File: config.mk
export PLATFORM = sky130hd
export DESIGN_NAME = wash_phase_timer
export DESIGN_NICKNAME = d
export VERILOG_FILES = /design/src/rtl/wash_phase_timer.sv
export SDC_FILE = /design/constraint.sdc
export NUM_CORES = 1
export LEC_CHECK = 0
export ABC_AREA = 1
export ABC_CLOCK_PERIOD_IN_PS = 6210
export CELL_PAD_IN_SITES_DETAIL_PLACEMENT = 1
export CELL_PAD_IN_SITES_GLOBAL_PLACEMENT = 2
export CORE_MARGIN = 3
export CORE_UTILIZATION = 39
export CTS_BUF_LIST = sky130_fd_sc_hd__clkbuf_16
export CTS_CLUSTER_SIZE = 24
export DETAILED_ROUTE_END_ITERATION = 7
export DONT_BUFFER_PORTS = 1
export PLACE_DENSITY = 0.86
export SYNTH_ARGS = -nofsm -noshare
export SYNTH_HDL_FRONTEND = slang
export SYNTH_SLANG_ARGS = --single-unit
File: constraint.sdc
create_clock -name clk -period 6.21 [get_ports clk]
set_input_delay 0.621 -clock clk [delete_from_list [all_inputs] [get_ports clk]]
set_output_delay 0.621 -clock clk [all_outputs]
set_load 0.01 [all_outputs]
File: src/rtl/wash_phase_timer.sv
// Washing-machine phase sequencer: FILL -> WASH -> RINSE [-> WASH -> RINSE] -> SPIN -> IDLE.
// Each phase lasts a whole number of seconds. Define DOOR_LOCK_EN to add a registered door_lock output.
module wash_phase_timer #(
   parameter int SEC_CYCLES_1X = 1000000,
   parameter int FILL_SEC      = 120,
   parameter int WASH_SEC      = 300,
   parameter int RINSE_SEC     = 120,
   parameter int SPIN_SEC      = 60
) (
   input  logic       clk,
   input  logic       rst_n,
   input  logic [1:0] clk_freq,
   input  logic       coin_in,
   input  logic       double_wash,
   input  logic       timer_pause,
   output logic [2:0] phase,
`ifdef DOOR_LOCK_EN
   output logic       wash_done,
   output logic       door_lock
`else
   output logic       wash_done
`endif
);

   localparam int PW = $clog2(SEC_CYCLES_1X * 8);

   typedef enum logic [2:0] {
      IDLE  = 3'd0,
      FILL  = 3'd1,
      WASH  = 3'd2,
      RINSE = 3'd3,
      SPIN  = 3'd4
   } state_t;

   state_t        state, nxt;
   logic [PW-1:0] presc, term;
   logic [8:0]    secs, dur;
   logic [1:0]    freq_lat;
   logic          dw_lat, pass_flag;
   logic          start, hold, sec_tick, phase_end;

   assign phase = state;

   always_comb begin
      term      = PW'((SEC_CYCLES_1X << freq_lat) - 1);
      dur       = 9'd1;
      nxt       = state;
      start     = 1'b0;
      case (state)
         FILL:    dur = 9'(FILL_SEC);
         WASH:    dur = 9'(WASH_SEC);
         RINSE:   dur = 9'(RINSE_SEC);
         SPIN:    dur = 9'(SPIN_SEC);
         default: dur = 9'd1;
      endcase
      // pause only freezes the spin phase; elsewhere it is ignored
      hold      = (state == SPIN) && timer_pause;
      sec_tick  = (state != IDLE) && !hold && (presc == term);
      phase_end = sec_tick && (secs == dur - 9'd1);
      case (state)
         IDLE: if (coin_in) begin
            nxt   = FILL;
            start = 1'b1;
         end
         FILL:  if (phase_end) nxt = WASH;
         WASH:  if (phase_end) nxt = RINSE;
         RINSE: if (phase_end) nxt = (dw_lat && !pass_flag) ? WASH : SPIN;
         SPIN:  if (phase_end) nxt = IDLE;
         default: nxt = IDLE;
      endcase
   end

   always_ff @(posedge clk or negedge rst_n) begin
      if (!rst_n) begin
         state <= IDLE;
      end else begin
         state <= nxt;
      end
   end

   always_ff @(posedge clk or negedge rst_n) begin
      if (!rst_n) begin
         presc     <= '0;
         secs      <= '0;
         freq_lat  <= '0;
         dw_lat    <= 1'b0;
         pass_flag <= 1'b0;
         wash_done <= 1'b0;
      end else begin
         // every state entry restarts the phase timing from zero
         if (start || phase_end) begin
            presc <= '0;
            secs  <= '0;
         end else if (sec_tick) begin
            presc <= '0;
            secs  <= secs + 9'd1;
         end else if (state != IDLE && !hold) begin
            presc <= presc + 1'b1;
         end
         if (start) begin
            freq_lat  <= clk_freq;
            dw_lat    <= double_wash;
            wash_done <= 1'b0;
         end
         if (state == RINSE && phase_end && dw_lat && !pass_flag)
            pass_flag <= 1'b1;
         if (state == SPIN && phase_end) begin
            pass_flag <= 1'b0;
            wash_done <= 1'b1;
         end
      end
   end

`ifdef DOOR_LOCK_EN
   always_ff @(posedge clk or negedge rst_n) begin
      if (!rst_n) door_lock <= 1'b0;
      else        door_lock <= (nxt != IDLE);
   end
`endif

endmodule

# Word-level counts from Yosys, hierarchy flattened
# Cells that the tools add are included.
totals:
  regBits: 40
  out_inout_bits: 4
op_classes:
  addsub: 4
  n_eq_ne: 11
  shifts: 1
  n_mux: 19
  n_reduce_logical: 20
op_table:
  columns: ["operator", "count"]
  rows:
  - ["$mux 23", 3]
  - ["$pmux 9 s3", 1]
  - ["$add 23x1->23 const B", 1]
  - ["$eq 23x23->1", 1]
  - ["$shl 20x2->23 const A", 1]
  - ["$sub 23x2->23 const B", 1]
  - ["$mux 3", 6]
  - ["$mux 9", 2]
  - ["$pmux 3 s5", 1]
  - ["$ne 2x2->1 const B", 5]
  - ["$add 9x1->9 const B", 1]
  - ["$eq 9x9->1", 1]
  - ["$logic_and 1x1->1", 9]
  - ["$sub 9x1->9 const B", 1]
  - ["$eq 3x2->1 const B", 2]
  - ["$mux 1", 6]
  - ["$reduce_bool 2->1", 3]
  - ["$reduce_bool 3->1", 2]
  - ["$reduce_and 5->1", 1]
  - ["$eq 3x1->1 const B", 1]
  - ["$eq 3x3->1 const B", 1]
  - ["$logic_not 3->1", 1]
  - ["$logic_not 1->1", 2]
  - ["$reduce_or 2->1", 1]
  - ["$logic_or 1x1->1", 1]

# Longest topological paths before layout
# Gate-level depths: netlist (run 1).
logic_depth:
  word_depth: 11
  depth_mapped: 17
  depth_no_buf: 17

# Worst setup path before layout (run 1)
# Ideal clock, no wire load.
synth_path:
  path_type: "register to register"
  start: "reg state[2], in the netlist phase[2]"
  end: "reg secs[6]"
  setup_ns: 0.127
  t_arrival_ns: 1.986
  slack_ns: 4.096
  path_stages_with_launch: 17
  n_path_buf: 1
  cell_sequence: "dfrtp_1 buf_4 nor2_4 nand2_2 nand2_1 inv_1 ha_1 inv_1 nand2_1 nand2_1 nand3_1 nor2_1 nand3_1 nor2_2 nand2_4 nand4_1 o21ai_0"
synth_via:
  elab_chain_cells: 8
  word_cells_on_any_way: 19
  classes_between: "1 x add/sub; 5 x eq/ne; 3 x mux; 10 x reduce/logical"
synth_lines:
  columns: ["element", "line", "text"]
  rows:
  - ["start: declaration", "35", "state_t state, nxt;"]
  - ["start signal: assignment", "77", "state <= nxt;"]
  - ["$eq 3x2->1, or another cell as far along", "49", "case (state)"]
  - ["$reduce_or 2->1 (no line) / $logic_and 1x1->1 (equally long branches)", null, null]
  - ["$pmux 9 s3 / $logic_not 1->1 (equally long branches)", "49, 58", null]
  - ["$sub 9x1->9 / $logic_and 1x1->1 (equally long branches)", "59, 58", null]
  - ["$eq 9x9->1 / $logic_and 1x1->1 (equally long branches)", "59, 58", null]
  - ["$logic_and 1x1->1", "59", "phase_end = sec_tick && (secs == dur - 9'd1);"]
  - ["$logic_or 1x1->1", "91", "if (start || phase_end) begin"]
  - ["$mux 9 / $reduce_bool 2->1 (equally long branches)", null, null]
  - ["end signal: assignment", "96", "secs <= secs + 9'd1;"]
  - ["end: declaration", "37", "logic [8:0] secs, dur;"]
# Several ways; a longest one is shown, not always the timed one.
# A chain may end at the register's enable or synchronous reset.

# Worst setup path in the final report (run 1)
layout_path:
  start: "reg state[2], in the netlist phase[2]"
  end: "reg secs[5]"
# Same word-level chain as after synthesis.

==> results of run 1 <==
-- registers in the layout, indices dropped and copies added, names as in the netlist --
| register | flops |
|---|---|
| wash_done | 1 |
| phase | 3 |
| dw_lat | 1 |
| secs | 9 |
| presc | 23 |
| pass_flag | 1 |
| freq_lat | 2 |
-- power by group --
part / leakage [nW] / internal, W / switching [W]
clock: 0.0635 / 0.000148 / 0.000114
sequential: 0.547 / 0.000290 / 0.0000497
combinational: 1.12 / 0.000182 / 0.000384
total: 1.73 / 0.000620 / 0.000547
-- worst register-to-register path: stages (launching register included) --
cell and delay (ns):
dfrtp_1 0.62, inv_1 0.13, o21ai_2 0.56, nand3_1 0.20, inv_1 0.09, nand2_1 0.05, nor2_1 0.13, nand2_2 0.11
nand2_1 0.37, nand3_1 0.12, nand2_1 0.10, nor2_1 0.04
-- logic make-up (layout without fill, tap and decap cells) --
family	count (synthesis)	count (layout)	synth area share [%]
AO/OA/AOI/OAI	45	45	8.714
XOR/XNOR	19	19	5.365
adder cells (fa/ha/maj)	10	10	4.034
buffers and inverters	81	78	10.77
flip-flops	40	40	32.27
AND/OR/NAND/NOR	264	264	38.85
-- cell usage after synthesis (3+ instances only) --
master | number | area share (%)
a21oi_1 | 18 | 2.9
buf_2 | 5 | 0.81
buf_4 | 4 | 0.97
dfrtp_1 | 40 | 32
ha_1 | 10 | 4.0
inv_1 | 64 | 7.7
inv_2 | 6 | 0.73
nand2_1 | 129 | 16
nand2_2 | 6 | 1.2
nand2_4 | 3 | 1.1
nand3_1 | 27 | 4.4
nand3_2 | 4 | 1.3
nand4_1 | 19 | 3.8
nor2_1 | 56 | 6.8
nor2_2 | 5 | 1.0
nor3_1 | 7 | 1.1
o21ai_0 | 14 | 2.3
o31ai_1 | 4 | 0.97
o41ai_1 | 3 | 0.85
xnor2_1 | 3 | 0.85
xor2_1 | 16 | 4.5
-- final cells by class --
type                            instances  share of cell area (%)
Clock buffer                            5                   3.794
Clock inverter                          3                  0.5690
Inverter                               70                   7.967
Multi-Input combinational cell        338                   53.57
Sequential cell                        40                   30.35
Tap cell                               99                   3.756
-- per-layer routing --
metal / vias up / share of wire, %
li1: 1449 / -
met1: 1412 / 47
met2: 52 / 46
met3: 12 / 5.5
met4: 0 / 1.4
met5: - / 0
-- stage by stage --
stage	util [%]	worst slack (ns)	cells	hold slack, ns
after floorplan	-	4.096	459	0.3254
after global placement	42.14	3.666	547	0.3264
after detailed placement	42.14	3.570	547	0.3268
after CTS	44.06	3.508	555	0.01522
after global routing	44.06	3.100	555	0.01200
final	44.06	3.562	555	0.01601
-- how the worst max path moves through the flow --
stage                              start             endpoint  cells past startpoint  slack [ns]
finish              phase[2]$_DFFE_PN0P_  secs[5]$_DFFE_PN0P_                     11        3.56
detailed placement  phase[2]$_DFFE_PN0P_  secs[5]$_DFFE_PN0P_                     11        3.57
global placement    phase[2]$_DFFE_PN0P_  secs[5]$_DFFE_PN0P_                     11        3.67
global route        phase[2]$_DFFE_PN0P_  secs[5]$_DFFE_PN0P_                     12        3.10
floorplan           phase[2]$_DFFE_PN0P_  secs[6]$_DFFE_PN0P_                     16        4.10
CTS                 phase[2]$_DFFE_PN0P_  secs[5]$_DFFE_PN0P_                     11        3.51
==> results.md, run 1 <==
- Status: finished clean
- Unrepaired setup endpoints after global routing: no
- FP Rows: 31
- Synth Cell Area: 0.003102 mm2
- First-pass GRT wire length: 14980 um
- GRT busiest layer: met2
- CP Max Fanout: 14
- Gr usage total: 21.37%
- Post-cts sizing count: 0
- Synth-to-layout area growth: 6.333%
- Max transition margin: 54.60%
- Antenna violations before repair: 0
- Worst skew pair latency: 0.29 ns
- Power Density: 353.8 mW/mm2
- CTS Buf Count: 5
- Initial Utilization: 41.43%
- Final Max Slew Viols: 0
- FFs w/ async S/R, synth: 100.0%
- Fin nets: 472
- Final Power: 0.001167 W
- GP Congestion: 0.8613
- Setup Buffers After CTS: 0
- Drt initial violations: 80
- Number of synthesis warnings: 0
- Layout cell share with drive strength beyond 1: 8.333%
- Final setup TNS: 0 ns
- Final hold violations: 0
- EDFF count, synth: 0
- Buf/Inv on CP: 2
- Post-synth cell types: 34
- Vias in the first global route: 3018
- Worst reg2reg path endpoint: secs[5]$_DFFE_PN0P_
- Syn nets: 476
- Worst-Margin Slew: 0.6809 ns
- Maximum vdd drop: 145.2 uV
- Met2 usage: 34.64%
- Gate Count Post-Synth: 459
- Worst Skew: 0.009083 ns
- Die Height: 95.18 um
- DP Wirelength: 6805 um
- Clk sinks: 40
- Post-route ant nets: 0
- Post-synthesis sequential area ratio: 32.27%
- Commonest non-fill, non-tap cell in the layout: nand2_1
- Most frequent cells in the layout: 129 x nand2_1, 64 x inv_1, 56 x nor2_1
- Gr ovfl total: 0
- Tmin final: 2.648 ns
- Remaining DRCs: 0
- Clk root buf: clkbuf_16
- Met3 Use GR: 4.025%
- H-Tree Depth: 2
- Crit-path max cell delay: 0.62 ns
- Met1 Usage GRT: 28.97%
- Post-route design area: 0.003298 mm2
- Sequential Area: 0.001001 mm2
- Number of I/O port buffers: 0
- Largest net degree at the start of global routing: 41
- Reg2reg path depth: 11
- Clock-pin slew on the worst setup and hold paths: 0.07 ns
- Worst Hold Class: in2async
- Antenna cells: 0
- Drt wl/cell: 16.01 um
- Post-CTS Hold Fix Bufs: 0
- First-pass DRT Iterations: 4
- Arrival time worst endpoint: 2.82 ns
- Final period utilization: 42.64%
- Leak: 1.734 nW
- FF-to-FF Start: phase[2]$_DFFE_PN0P_
- Total die area: 0.009059 mm2
- Via count: 2925
- Register bit total from synthesis: 40
- Placement Cell Area: 0.003154 mm2
- CTS tree: yes
- CP max stage cell: dfrtp_1
- Crit start category: flip-flop
- I/O pin count: 11
- Crit. End Element: flip-flop
- Via density: 5.270
- Primary FF master, synth: dfrtp_1
- Max clock buf depth: 2
- Core Region: 0.007486 mm2
- Die width: 95.18 um
- Setup CP Type: reg2reg
- Critical Path RT: 6.38 ns
- CP cell instances: inv_1 -> o21ai_2 -> nand3_1 -> inv_1 -> nand2_1 -> nor2_1 -> nand2_2 -> nand2_1 -> nand3_1 -> nand2_1 -> nor2_1
- Reg2reg setup slack: 3.56 ns
- Max-capacitance violation count: 0
- Final setup viols: 0
- Multi-input logic area: 0.001767 mm2
- DRT Wirelength: 8887 um
- CP top delay family: simple AND/OR/NAND/NOR gates
- Filler instances: 974
- Post-Syn Area per Cell: 6.758 um2
- FMAX: 0.3776 GHz
- Crit path top cell by count: nand2_1
Power figures use the tool's default switching activity.
==> run 2: changes to the inputs <==
--- a/config.mk
+++ b/config.mk
@@ -6,16 +6,16 @@
 export NUM_CORES = 1
 export LEC_CHECK = 0
 export ABC_AREA = 1
-export ABC_CLOCK_PERIOD_IN_PS = 6210
+export ABC_CLOCK_PERIOD_IN_PS = 2400
 export CELL_PAD_IN_SITES_DETAIL_PLACEMENT = 1
 export CELL_PAD_IN_SITES_GLOBAL_PLACEMENT = 2
 export CORE_MARGIN = 3
-export CORE_UTILIZATION = 39
+export CORE_UTILIZATION = 33
 export CTS_BUF_LIST = sky130_fd_sc_hd__clkbuf_16
 export CTS_CLUSTER_SIZE = 24
 export DETAILED_ROUTE_END_ITERATION = 7
 export DONT_BUFFER_PORTS = 1
-export PLACE_DENSITY = 0.86
+export PLACE_DENSITY = 0.77
 export SYNTH_ARGS = -nofsm -noshare
 export SYNTH_HDL_FRONTEND = slang
 export SYNTH_SLANG_ARGS = --single-unit
==> constraint.sdc (replaced) <==
create_clock -name clk -period 2.4 [get_ports clk]
set_input_delay 0.24 -clock clk [delete_from_list [all_inputs] [get_ports clk]]
set_output_delay 0.24 -clock clk [all_outputs]
set_load 0.01 [all_outputs]
==> run 2 against run 1 <==
Sequential power increased to 2.5 times the previous value. Routed wire length up 5.2%. Global-route usage shrank 2.7 points. Core utilization is 3.5 points lower. Clock power rose to 2.5 times the previous value. Cell count is 5.4% higher. Power rose to 2.9 times the previous value. Combinational power rose to 3.3 times the previous value. Die area grew 17%. Worst hold slack better by 0.067 ns. Critical path type unchanged. Critical endpoint is now secs[2]$_DFFE_PN0P_. Largest cell class unchanged.
==> results.md, run 2 (same netlist as run 1, synthesis figures left out) <==
- Worst skew pair latency: 0.28 ns
- Largest net degree at the start of global routing: 41
- Number of I/O port buffers: 0
- Filler instances: 1137
- First-pass DRT Iterations: 4
- Crit-path max cell delay: 0.45 ns
- CP Max Fanout: 7
- Placement Cell Area: 0.003283 mm2
- Max-capacitance violation count: 0
- Drt initial violations: 98
- Tmin final: 2.231 ns
- Post-Place Setup Slack: 0.001005 ns
- Initial Utilization: 34.72%
- Via count: 2988
- Max clock buf depth: 2
- Die width: 103.0 um
- Clk sinks: 40
- Commonest non-fill, non-tap cell in the layout: nand2_1
- CTS tree: yes
- Synth-to-layout area growth: 16.86%
- CTS Buf Count: 5
- Cells after DPL: 570
- Drt wl/cell: 15.98 um
- Crit path top cell by count: nand2_1
- FF-to-FF Start: freq_lat[1]$_DFFE_PN0P_
- Post-route ant nets: 0
- Status: finished clean
- Max transition margin: 78.23%
- Gr usage total: 18.68%
- Total die area: 0.01060 mm2
- Fin nets: 493
- Met3 wire length: 449 um
- Core Region: 0.008934 mm2
- DP Wirelength: 7198 um
- Hold Path Origin: double_wash
- GP Congestion: 0.8454
- Final Max Slew Viols: 0
- Crit. End Element: flip-flop
- Setup CP Type: reg2reg
- Clk root buf: clkbuf_16
- Crit start category: flip-flop
- Final setup viols: 0
- Critical Path RT: 2.57 ns
- Power Density: 939.9 mW/mm2
- Final period utilization: 92.94%
- Post-route setup slack: 0.1694 ns
- Met2 wire len: 4176 um
- Largest Register: presc
- Post-route design area: 0.003625 mm2
- Most frequent cells in the layout: 124 x nand2_1, 61 x inv_1, 55 x nor2_1
- First-pass GRT wire length: 15290 um
- Vias in the first global route: 3016
- Via density: 5.108
- I/O pin count: 11
- Remaining DRCs: 0
- M1 wire length: 4623 um
- DRT Wirelength: 9348 um
- Leak: 1.862 nW
- CP cell instances: inv_2 -> buf_4 -> ha_2 -> inv_1 -> nand2_1 -> nand3_1 -> nand2_1 -> nand2_1 -> inv_2 -> nand2_2 -> nor2_8 -> buf_6 -> nand2_1 -> xor2_1 -> nor2_1
- Largest register FFs: 23
- CP max stage cell: dfrtp_2
- Final hold violations: 0
- Layout cell share with drive strength beyond 1: 16.77%
- Worst setup path start: freq_lat[1]$_DFFE_PN0P_
- Worst Hold Class: in2reg
- Maximum vdd drop: 392.1 uV
- FMAX: 0.4483 GHz
- Worst Skew: 0.006498 ns
- FP Rows: 34
- Die Height: 103.0 um
- Gr ovfl total: 0
- Layout Cells excl Fill: 585
- Antenna cells: 0
- Arrival time worst endpoint: 2.40 ns
- Antenna violations before repair: 0
- Worst-Margin Slew: 0.3266 ns
- H-Tree Depth: 2
- Clock-pin slew on the worst setup and hold paths: 0.06 ns
- Max layer used: met4
==> run 2: changes by cell type in the layout (fill, tap and decap cells not counted), moves of 4 or more <==
cell / delta
nand2_4: +4
nand2_1: -5
buf_4: +16
inv_2: +4
ha_1: -7
dfrtp_1: -5
dfrtp_2: +5
ha_4: +4
==> run 2: cell type report <==
class	count	area, um2	area share, %
sequential	40	1007	27.79
clock buffer	5	125.1	3.452
inverter	70	262.8	7.249
multi-input combinational	339	1891	52.16
clock inverter	3	15.01	0.4142
tap	108	135.1	3.728
timing repair buffer	20	188.9	5.212
==> run 2: path summary, 6_finish.rpt <==
kind	cells after the start	endpoint	slack (ns)
setup / recovery	15	secs[2]$_DFFE_PN0P_	0.17
hold / removal	2	dw_lat$_DFFE_PN0P_	0.08
setup reg to reg	15	secs[2]$_DFFE_PN0P_	0.17
hold reg to reg	2	wash_done$_DFFE_PN0P_	0.56
max in group asynchronous	2	phase[2]$_DFFE_PN0P_	1.68
min in group asynchronous	2	presc[17]$_DFFE_PN0P_	0.49
==> run 2: where the power goes <==
group	leakage, nW	total (W)	switching, W	internal [W]
sequential	0.540	0.000863	0.000103	0.000760
clock	0.0687	0.000656	0.000278	0.000378
combinational	1.25	0.00189	0.00118	0.000706
total	1.86	0.00341	0.00156	0.00184
==> run 2: repair_timing <==
item,in CTS,in global routing
resized for setup,1,35
setup endpoints to repair,4,35
gates cloned,0,1
setup buffers,0,4
hold buffers,2,0
endpoints found under the hold margin,40,0
pin swaps,0,9
==> run 2: worst max-delay path: cells and delay by family (launching register included) <==
family	cells	cell delay (ns)
and+or+nand+nor	8	0.70
buffers and inverters	5	0.52
DFF	1	0.45
adders and majority gates	1	0.30
xor gates and xnor gates	1	0.14
==> run 2: stage by stage <==
stage	power [W]	hold WS [ns]	TNS, ns	utilization (%)
finish	0.003407	0.08260	0	40.57
global route	0.003696	0.09637	-0.007063	40.57
CTS	0.003238	0.08000	0	38.80
detailed placement	0.002525	-0.05445	0	36.75
global placement	0.002488	-0.05435	0	36.75
floorplan	0.002039	-0.05559	0	-
==> run 2: per-layer routing <==
metal	track usage, %	vias to the layer above
met5	0	-
met4	3.984	0
met3	2.909	11
met2	29.21	44
met1	27.20	1441
li1	-	1492
==> run 3: changes to the inputs <==
--- a/config.mk
+++ b/config.mk
@@ -15,6 +15,7 @@
 export CTS_CLUSTER_SIZE = 24
 export DETAILED_ROUTE_END_ITERATION = 7
 export DONT_BUFFER_PORTS = 1
+export HOLD_SLACK_MARGIN = 0.03
 export PLACE_DENSITY = 0.77
 export SYNTH_ARGS = -nofsm -noshare
 export SYNTH_HDL_FRONTEND = slang
==> results of run 3 <==
The final DEF is identical to that of run 2; final timing and power are the same.
